File: config.mk
export PLATFORM = sky130hd
export DESIGN_NAME = systolic_operand_feeder
export DESIGN_NICKNAME = d
export VERILOG_FILES = /design/src/rtl/systolic_operand_feeder.sv
export SDC_FILE = /design/constraint.sdc
export NUM_CORES = 1
export LEC_CHECK = 0
export BUFFER_PORTS_ARGS = -buffer_cell sky130_fd_sc_hd__buf_2
export CAP_MARGIN = 20
export CELL_PAD_IN_SITES_DETAIL_PLACEMENT = 1
export CELL_PAD_IN_SITES_GLOBAL_PLACEMENT = 1
export CORE_ASPECT_RATIO = 1.1
export CORE_MARGIN = 5
export CORE_UTILIZATION = 39
export CTS_CLUSTER_DIAMETER = 40
export DETAILED_ROUTE_END_ITERATION = 16
export GPL_TIMING_DRIVEN = 0
export PLACE_DENSITY_LB_ADDON = 0.08
export SLEW_MARGIN = 20
export SYNTH_ARGS = -nofsm -noshare
export SYNTH_HDL_FRONTEND = slang
export SYNTH_SLANG_ARGS = --single-unit
File: constraint.sdc
create_clock -name clk -period 12.2 [get_ports clk]
set_input_delay 1.22 -clock clk [delete_from_list [all_inputs] [get_ports clk]]
set_output_delay 1.22 -clock clk [all_outputs]
set_load 0.05 [all_outputs]
File: src/rtl/systolic_operand_feeder.sv
// -----------------------------------------------------------------------------
// systolic_operand_feeder
//
// Purpose:
//   Drives the west (A) and north (B) edges of an N x N PE_MAC systolic array
//   for one output tile. The tile runs through these states:
//     - CLEAR:  clear the PE accumulators.
//     - STREAM: accept K A/B beats over a valid/ready handshake.
//     - DRAIN:  inject zeros until every PE holds its final sum.
//     - DONE:   pulse done.
//   Lane i of each edge is delayed by i+1 register stages to form the
//   diagonal wavefront the array expects.
//
// Optional build macro:
//   FEEDER_PERF_CNT_EN - when defined, stall_cnt counts STREAM cycles with
//                        in_valid low (saturating, cleared in CLEAR).
//                        When undefined, stall_cnt is tied to zero.
//
// Ports:
//   clk           clock
//   rst_n         synchronous active-low reset
//   start         begin a tile (sampled only in IDLE)
//   k_len         reduction length, sampled with start, clamped to KMAX
//   in_valid      A/B beat valid
//   in_ready      high only in STREAM; beat accepted on in_valid && in_ready
//   in_a_data     A vector, lane i = bits [i*DW +: DW]
//   in_b_data     B vector, same packing
//   out_a_data    skewed A, lane i feeds array row i
//   out_b_data    skewed B, lane i feeds array column i
//   out_ce        clock enable to every PE (same as the skew shift enable)
//   out_load_acc  accumulator clear to every PE, high in CLEAR
//   busy          high in any state except IDLE
//   done          one-cycle pulse; array results valid from here until CLEAR
//   stall_cnt     stall cycle counter (see FEEDER_PERF_CNT_EN)
// -----------------------------------------------------------------------------
module systolic_operand_feeder #(
    parameter int N    = 4,
    parameter int DW   = 8,
    parameter int KMAX = 256,
    parameter int KW   = $clog2(KMAX + 1)
) (
    input  logic            clk,
    input  logic            rst_n,
    input  logic            start,
    input  logic [KW-1:0]   k_len,
    input  logic            in_valid,
    output logic            in_ready,
    input  logic [N*DW-1:0] in_a_data,
    input  logic [N*DW-1:0] in_b_data,
    output logic [N*DW-1:0] out_a_data,
    output logic [N*DW-1:0] out_b_data,
    output logic            out_ce,
    output logic            out_load_acc,
    output logic            busy,
    output logic            done,
    output logic [31:0]     stall_cnt
);

    // The last beat needs 2N+2 advances to land in PE(N-1,N-1): one at the
    // accepting edge plus 2N+1 zero advances supplied by DRAIN.
    localparam int DCW = $clog2(2 * N + 1);
    localparam logic [DCW-1:0] DRAIN_LAST = DCW'(2 * N);
    localparam logic [KW-1:0]  KMAX_K     = KW'(KMAX);

    typedef enum logic [2:0] {
        S_IDLE,
        S_CLEAR,
        S_STREAM,
        S_DRAIN,
        S_DONE
    } state_t;

    state_t         state_q, state_d;
    logic [KW-1:0]  klen_q, klen_d;
    logic [KW-1:0]  beat_q, beat_d;
    logic [DCW-1:0] drain_q, drain_d;
    logic           advance;
    logic           accept;

    // ------------------------------------------------------------------
    // State register
    // ------------------------------------------------------------------
    always_ff @(posedge clk) begin
        if (!rst_n) begin
            state_q <= S_IDLE;
            klen_q  <= '0;
            beat_q  <= '0;
            drain_q <= '0;
        end else begin
            state_q <= state_d;
            klen_q  <= klen_d;
            beat_q  <= beat_d;
            drain_q <= drain_d;
        end
    end

    // ------------------------------------------------------------------
    // Next-state and outputs
    // ------------------------------------------------------------------
    always_comb begin
        state_d      = state_q;
        klen_d       = klen_q;
        beat_d       = beat_q;
        drain_d      = drain_q;
        advance      = 1'b0;
        accept       = 1'b0;
        in_ready     = 1'b0;
        out_load_acc = 1'b0;
        busy         = 1'b1;
        done         = 1'b0;
        case (state_q)
            S_IDLE: begin
                busy = 1'b0;
                if (start) begin
                    klen_d  = (k_len > KMAX_K) ? KMAX_K : k_len;
                    state_d = S_CLEAR;
                end
            end
            S_CLEAR: begin
                // Shift a zero through the skew on the same edge the PEs clear.
                advance      = 1'b1;
                out_load_acc = 1'b1;
                beat_d       = '0;
                drain_d      = '0;
                state_d      = (klen_q == '0) ? S_DONE : S_STREAM;
            end
            S_STREAM: begin
                // Ready is unconditional here; a missing beat simply freezes
                // the whole pipeline instead of inserting a bubble.
                in_ready = 1'b1;
                accept   = in_valid;
                advance  = in_valid;
                if (in_valid) begin
                    beat_d = beat_q + KW'(1);
                    if (beat_q + KW'(1) == klen_q) begin
                        state_d = S_DRAIN;
                    end
                end
            end
            S_DRAIN: begin
                advance = 1'b1;
                drain_d = drain_q + DCW'(1);
                if (drain_q == DRAIN_LAST) begin
                    state_d = S_DONE;
                end
            end
            S_DONE: begin
                done    = 1'b1;
                state_d = S_IDLE;
            end
            default: begin
                state_d = S_IDLE;
            end
        endcase
    end

    assign out_ce = advance;

    // ------------------------------------------------------------------
    // Diagonal skew: lane gi is a (gi+1)-deep shift register per edge.
    // Stage 0 takes the accepted lane, or zero outside STREAM.
    // ------------------------------------------------------------------
    for (genvar gi = 0; gi < N; gi++) begin : g_lane
        logic [DW-1:0] a_sr_q [0:gi];
        logic [DW-1:0] b_sr_q [0:gi];

        always_ff @(posedge clk) begin
            if (!rst_n) begin
                for (int s = 0; s <= gi; s++) begin
                    a_sr_q[s] <= '0;
                    b_sr_q[s] <= '0;
                end
            end else if (advance) begin
                a_sr_q[0] <= accept ? in_a_data[gi*DW +: DW] : '0;
                b_sr_q[0] <= accept ? in_b_data[gi*DW +: DW] : '0;
                for (int s = 1; s <= gi; s++) begin
                    a_sr_q[s] <= a_sr_q[s-1];
                    b_sr_q[s] <= b_sr_q[s-1];
                end
            end
        end

        assign out_a_data[gi*DW +: DW] = a_sr_q[gi];
        assign out_b_data[gi*DW +: DW] = b_sr_q[gi];
    end

    // ------------------------------------------------------------------
    // Stall counter
    // ------------------------------------------------------------------
`ifdef FEEDER_PERF_CNT_EN
    logic [31:0] stall_q;

    always_ff @(posedge clk) begin
        if (!rst_n) begin
            stall_q <= '0;
        end else if (state_q == S_CLEAR) begin
            stall_q <= '0;
        end else if ((state_q == S_STREAM) && !in_valid && (stall_q != '1)) begin
            stall_q <= stall_q + 32'd1;
        end
    end

    assign stall_cnt = stall_q;
`else
    assign stall_cnt = '0;
`endif

endmodule

==> results of run 1 <==
==> power by group through the flow <==
stage	Clock [mW]	Sequential [mW]	Combinational, mW
4_1_cts	0.596	0.778	0.303
5_1_grt	0.626	0.782	0.319
3_3_place_gp	0	0.811	0.276
2_1_floorplan	0	0.844	0.172
6_report	0.582	0.777	0.299
3_5_place_dp	0	0.792	0.302
==> worst reg2reg max path, cell delays in order, from the launching register on <==
cell     delay [ns]
dfxtp_1        0.31
buf_4          0.15
a21oi_1        0.12
o21ai_4        0.49
buf_16         0.24
buf_16         0.18
buf_16         0.18
==> cells by family after synthesis <==
kind of cell	Yosys count	synth area share [%]
other	1	0.04742
adder cells (fa/ha/maj)	3	0.4747
AO/OA/AOI/OAI	48	3.513
XOR/XNOR	12	1.519
multiplexers	1	0.1266
flip-flops	185	67.09
AND/OR/NAND/NOR	235	18.09
buffers and inverters	118	9.146
==> worst max path at each step <==
stage | start | end | slack, ns | depth (start not counted)
after floorplan | in_valid | g_lane[0].a_sr_q[0][0]$_SDFFCE_PN0P_ | 3.15 | 2
after global placement | in_valid | g_lane[1].a_sr_q[0][9]$_SDFFCE_PN0P_ | 0.64 | 3
after detailed placement | in_valid | out_ce | 8.45 | 5
after CTS | in_valid | out_ce | 8.45 | 5
after global routing | in_valid | out_ce | 8.34 | 5
final | in_valid | out_ce | 8.47 | 5
==> through the flow <==
step | power [mW] | area, um^2
after detailed placement | 1.093 | 9264
after global placement | 1.087 | 9060
after floorplan | 1.015 | 8024
final | 1.658 | 9899
after CTS | 1.677 | 9899
after global routing | 1.727 | 9899
==> Yosys cell counts, drive strengths merged (2+ instances only) <==
| library cell | n | area share (%) |
|---|---|---|
| a21oi | 21 | 1.3 |
| a311oi | 3 | 0.33 |
| a31oi | 7 | 0.55 |
| and2 | 3 | 0.27 |
| and3 | 163 | 13 |
| and4 | 2 | 0.22 |
| buf | 74 | 7.0 |
| clkbuf | 39 | 1.9 |
| dfxtp | 25 | 6.3 |
| edfxtp | 160 | 61 |
| ha | 3 | 0.47 |
| inv | 5 | 0.24 |
| nand2 | 22 | 1.0 |
| nand3 | 6 | 0.38 |
| nand3b | 10 | 0.95 |
| nor2 | 8 | 0.41 |
| nor2b | 4 | 0.32 |
| nor3 | 4 | 0.25 |
| nor3b | 4 | 0.52 |
| nor4 | 2 | 0.16 |
| o21ai | 11 | 0.70 |
| or3 | 2 | 0.16 |
| xnor2 | 6 | 0.66 |
| xor2 | 5 | 0.55 |
==> sequential cells by signal (all words and copies together) (netlist names) <==
signal,flops
g_lane.b_sr_q,80
state_q,3
drain_q,4
g_lane.a_sr_q,80
beat_q,9
klen_q,9
==> area by class of cell <==
| type | count | area, um^2 |
|---|---|---|
| fillers | 2109 | 10030 |
| multi-input cells | 331 | 2007 |
| inverters | 5 | 18.77 |
| plain buffers | 113 | 704.4 |
| repair buffers | 151 | 913.4 |
| clock buffers | 17 | 425.4 |
| clock inverters | 15 | 210.2 |
| flip-flops and latches | 185 | 5305 |
| well taps | 252 | 315.3 |
==> per-layer routing <==
layer	global-route usage, %	share of wire [%]	vias up
li1	-	-	2531
met1	18.38	41	2516
met2	26.38	51	139
met3	5.323	6.2	24
met4	4.793	1.6	2
met5	0	0.073	-
==> impl_metrics.tcl, run 1 <==
set metrics [dict create \
    outcome "finished, final reports clean" \
    switching_share_pct 29.00 \
    cp_slowest_stage_delay_ns 0.34 \
    rsz0062_at_grt "no" \
    critPathRequiredTime_ns 10.98 \
    p_int_mw 1.177 \
    place.gp.congestion 0.8226 \
    io_pins 178 \
    power.switching_uw 480.7 \
    drv_cap 0 \
    relSlewSlack_pct 61.07 \
    fin_skew_ns 0.01461 \
    cpLargestDelayFamily "buffers and inverters" \
    pwr-share-comb_pct 18.1 \
    crit_top_cell "buf_2" \
    ctsResizeCount 0 \
    grt_max_degree 29 \
    wl_um 17720 \
    cts-hold-fix-buffers 0 \
    htreeDepth 4 \
    final_cell_mix "163 x and3_1, 160 x edfxtp_1, 149 x buf_2" \
    crit_path_end_kind "output pin" \
    final_nets 884 \
    ir_drop_mv 0.1056 \
    critPathBufInv 3 \
    startpoint_type "primary input" \
    grt_overflow 0 \
    crit_type "in -> out" \
    ys_types 44 \
    path_cells "buf_2 > a21oi_1 > nor2_2 > clkbuf_1 > buf_2" \
    synth-seq-area-share_pct 67.09 \
    fin_cells 1069 \
    async_flop_share_pct 0 \
    syn_area_um2 7908 \
    power.density_nw_per_um2 167.4 \
    cts.sinks 185 \
    post-route-period-util_pct 30.57 \
    yosys_warnings 0 \
    crit_arrival_ns 2.51 \
    die_x_um 145.8 \
    drt_iter0_drc 224 \
    vias 5212 \
    drv_slew 0 \
    hp-start "klen_q[3]$_SDFFE_PN0P_" \
    reg2reg_depth 6 \
    setup_viol 0 \
    r2r-start "state_q[1]$_SDFFE_PN0P_" \
    syn_to_final_growth_pct 25.19 \
    fin_hold_ws_ns 0.4923 \
    worst_pin_slew_ns 0.5840 \
    cts_setup_buffers 0 \
    coreArea_um2 19930 \
    ys_seq_elements 185 \
    max_freq_ghz 0.2682 \
    ant_nets 0 \
    drt_first_pass_iters 5 \
    hold_violations 0 \
    leakage_nw 4.702 \
    cts_tree "built" \
    vias_per_cell 4.876 \
    synth_edf_count 160 \
    whs_path_depth 2 \
    synth_cells 603 \
    grt_pass1_wl_um 28690 \
    clock_latency_ns 0.43 \
    grt_use_total_pct 15.44 \
    fp.dieH_um 159.3 \
    setup_ws_ns 8.471 \
    r2r_slack_ns 10.24 \
    cts_root_buf "clkbuf_16" \
    fp-row-count 54 \
    period_needed_ns 3.729 \
    io_buffers 144 \
    crit_fanout 10 \
    place_inst 1037 \
    cp_slowest_cell "clkbuf_1" \
    initial_core_util_pct 39.67 \
    power_frac_clock_pct 35.1 \
    first_global_vias 5529 \
    min_to "klen_q[3]$_SDFFE_PN0P_" \
    pre_cts_slack_ns 8.452 \
    post-route-util_pct 49.67 \
    hpwl_um 13090 \
    rr_endpoint "g_lane[3].a_sr_q[2][1]$_SDFFCE_PN0P_" \
    fin_setup_tns_ns 0 \
    worstHoldPathType "reg -> reg" \
    die-area_um2 23230 \
    diodes 0 \
    clk_pin_slew_worst_paths_ns 0.08 \
    wl_per_cell_um 16.57 \
    layout_commonest_cell "and3_1" \
    drc 0 \
    synth_flop_cell "edfxtp_1" \
    power_frac_seq_pct 46.8 \
    clockBufferDepth 2 \
    cts_made_buffers 17 \
    synth.avg_cell_area_um2 13.11 \
    drive_above_1_share_pct 32.68 \
    antenna_found_initial 1 \
]
(Power assumes the default switching activity.)
==> run 2, diff against run 1 <==
==> constraint.sdc (replaced) <==
create_clock -name clk -period 3.1 [get_ports clk]
set_input_delay 0.31 -clock clk [delete_from_list [all_inputs] [get_ports clk]]
set_output_delay 0.31 -clock clk [all_outputs]
set_load 0.05 [all_outputs]
==> run 2 against run 1 <==
Against the previous run: clock-buffer cell count did not move; first-iteration DRC count up 11%; combinational power rose to 4.0 times the previous value; sequential share of layout area hardly changed; register-to-register slack worse by 9.0 ns; flip-flop and latch count unchanged; critical path type is now reg -> out; largest power group unchanged.
==> impl_metrics.tcl, run 2 (synthesized netlist as in run 1, its figures left out) <==
set metrics [dict create \
    drt_iter0_drc 248 \
    clock_latency_ns 0.43 \
    antenna_found_initial 1 \
    crit_arrival_ns 2.03 \
    max_freq_ghz 0.4279 \
    cts-hold-fix-buffers 0 \
    ir_drop_mv 0.3838 \
    first_global_vias 5625 \
    worst_pin_slew_ns 0.6877 \
    worstHoldPathType "in -> reg" \
    diodes 0 \
    final_nets 885 \
    layout_commonest_cell "and3_1" \
    drive_above_1_share_pct 33.01 \
    startpoint_type "flop" \
    hpwl_um 13220 \
    die-area_um2 23230 \
    io_buffers 144 \
    cts_setup_buffers 0 \
    power.density_nw_per_um2 648.2 \
    fin_skew_ns 0.01295 \
    syn_to_final_growth_pct 25.21 \
    final_cell_mix "163 x and3_1, 160 x edfxtp_1, 149 x buf_2" \
    critPathRequiredTime_ns 2.79 \
    fin_hold_ws_ns 0.1455 \
    cp_slowest_cell "clkbuf_1" \
    fillCellCount 2102 \
    relSlewSlack_pct 53.98 \
    reg.largest.list "g_lane.a_sr_q (80), g_lane.b_sr_q (80)" \
    grt_overflow 0 \
    final_cell_area_um2 9901 \
    multiInputGateArea_um2 2018 \
    leakage_nw 4.709 \
    fp.dieH_um 159.3 \
    drt_first_pass_iters 7 \
    cp_slowest_stage_delay_ns 0.39 \
    setup_viol 0 \
    grt_max_degree 24 \
    path_cells "buf_6 > a21oi_4 > nor2_2 > clkbuf_1 > buf_2" \
    initial_core_util_pct 39.67 \
    cpLargestDelayFamily "buffers and inverters" \
    crit_type "reg -> out" \
    post-route-period-util_pct 75.38 \
    cts_made_buffers 17 \
    vias 5236 \
    grt_use_total_pct 15.43 \
    clockBufferDepth 2 \
    cts.sinks 185 \
    fp-row-count 54 \
    drv_cap 0 \
    outcome "finished, final reports clean" \
    vias_per_cell 4.893 \
    wl_per_cell_um 16.57 \
    period_needed_ns 2.337 \
    clk_pin_slew_worst_paths_ns 0.07 \
    cts_root_buf "clkbuf_16" \
    crit_path_end_kind "output pin" \
    htreeDepth 4 \
    dpl_cell_area_um2 9308 \
    drv_slew 0 \
    regArea_um2 5306 \
    cts_tree "built" \
    ant_nets 0 \
    critPathBufInv 3 \
    pre_cts_slack_ns 0.8203 \
    setup_ws_ns 0.7631 \
    io_pins 178 \
    grt_pass1_wl_um 28840 \
    crit_fanout 10 \
    drc 0 \
    coreArea_um2 19930 \
    rsz0062_at_grt "no" \
    place.gp.congestion 0.8209 \
    wl_um 17730 \
    die_x_um 145.8 \
    hold_violations 0 \
    ctsResizeCount 0 \
]
## run 2: cell types whose count changed in the layout (fill, tap and decap cells not counted), sizes merged
cell      change
bufinv        -1
buf           +1
clkinv        +2
clkinvlp      -1
## run 2: area by class of cell
| type | count | area share [%] |
|---|---|---|
| clock buffer | 17 | 4.297 |
| sequential | 185 | 53.60 |
| multi-input combinational | 331 | 20.38 |
| timing repair buffer | 152 | 9.503 |
| buffer | 113 | 7.153 |
| inverter | 5 | 0.1896 |
| clock inverter | 15 | 1.693 |
| tap | 252 | 3.185 |
## run 2: metrics by stage
step                util, %  total power, mW  instances  TNS (ns)
floorplan                 -            3.957        634    -69.92
global placement      45.59            4.225       1030   -215.61
detailed placement    46.70            4.321       1038         0
CTS                   49.67            6.494       1070         0
global route          49.67            6.687       1070         0
finish                49.67            6.418       1070         0
## run 2: report_power, final
group | switching (mW) | internal (mW) | total, mW
clock | 0.960 | 1.20 | 2.16
sequential | 0.0691 | 2.99 | 3.06
combinational | 0.839 | 0.355 | 1.19
total | 1.87 | 4.55 | 6.42
## run 2: worst paths after layout
| path | from | endpoint | slack [ns] | depth (start not counted) |
|---|---|---|---|---|
| worst max-delay path | state_q[1]$_SDFFE_PN0P_ | out_ce | 0.76 | 5 |
| worst min-delay path | k_len[5] | klen_q[5]$_SDFFE_PN0P_ | 0.15 | 3 |
| worst max register to register | beat_q[0]$_SDFFE_PN0P_ | state_q[0]$_SDFFE_PN0P_ | 1.24 | 5 |
| worst min register to register | beat_q[1]$_SDFFE_PN0P_ | beat_q[1]$_SDFFE_PN0P_ | 0.49 | 2 |
## run 2: layer usage
layer / global-route usage [%] / share of wire, % / vias up
li1: - / - / 2527
met4: 4.361 / 1.3 / 2
met2: 26.91 / 51 / 139
met3: 4.754 / 6.5 / 22
met5: 0 / 0.073 / -
met1: 18.44 / 41 / 2546
## run 2: worst register-to-register path: cells and delay by family, from the launching register on
family / cells / cell delay, ns
flops: 1 / 0.45
xor+xnor: 1 / 0.30
compound gates: 3 / 0.70
fa+ha+maj: 1 / 0.31
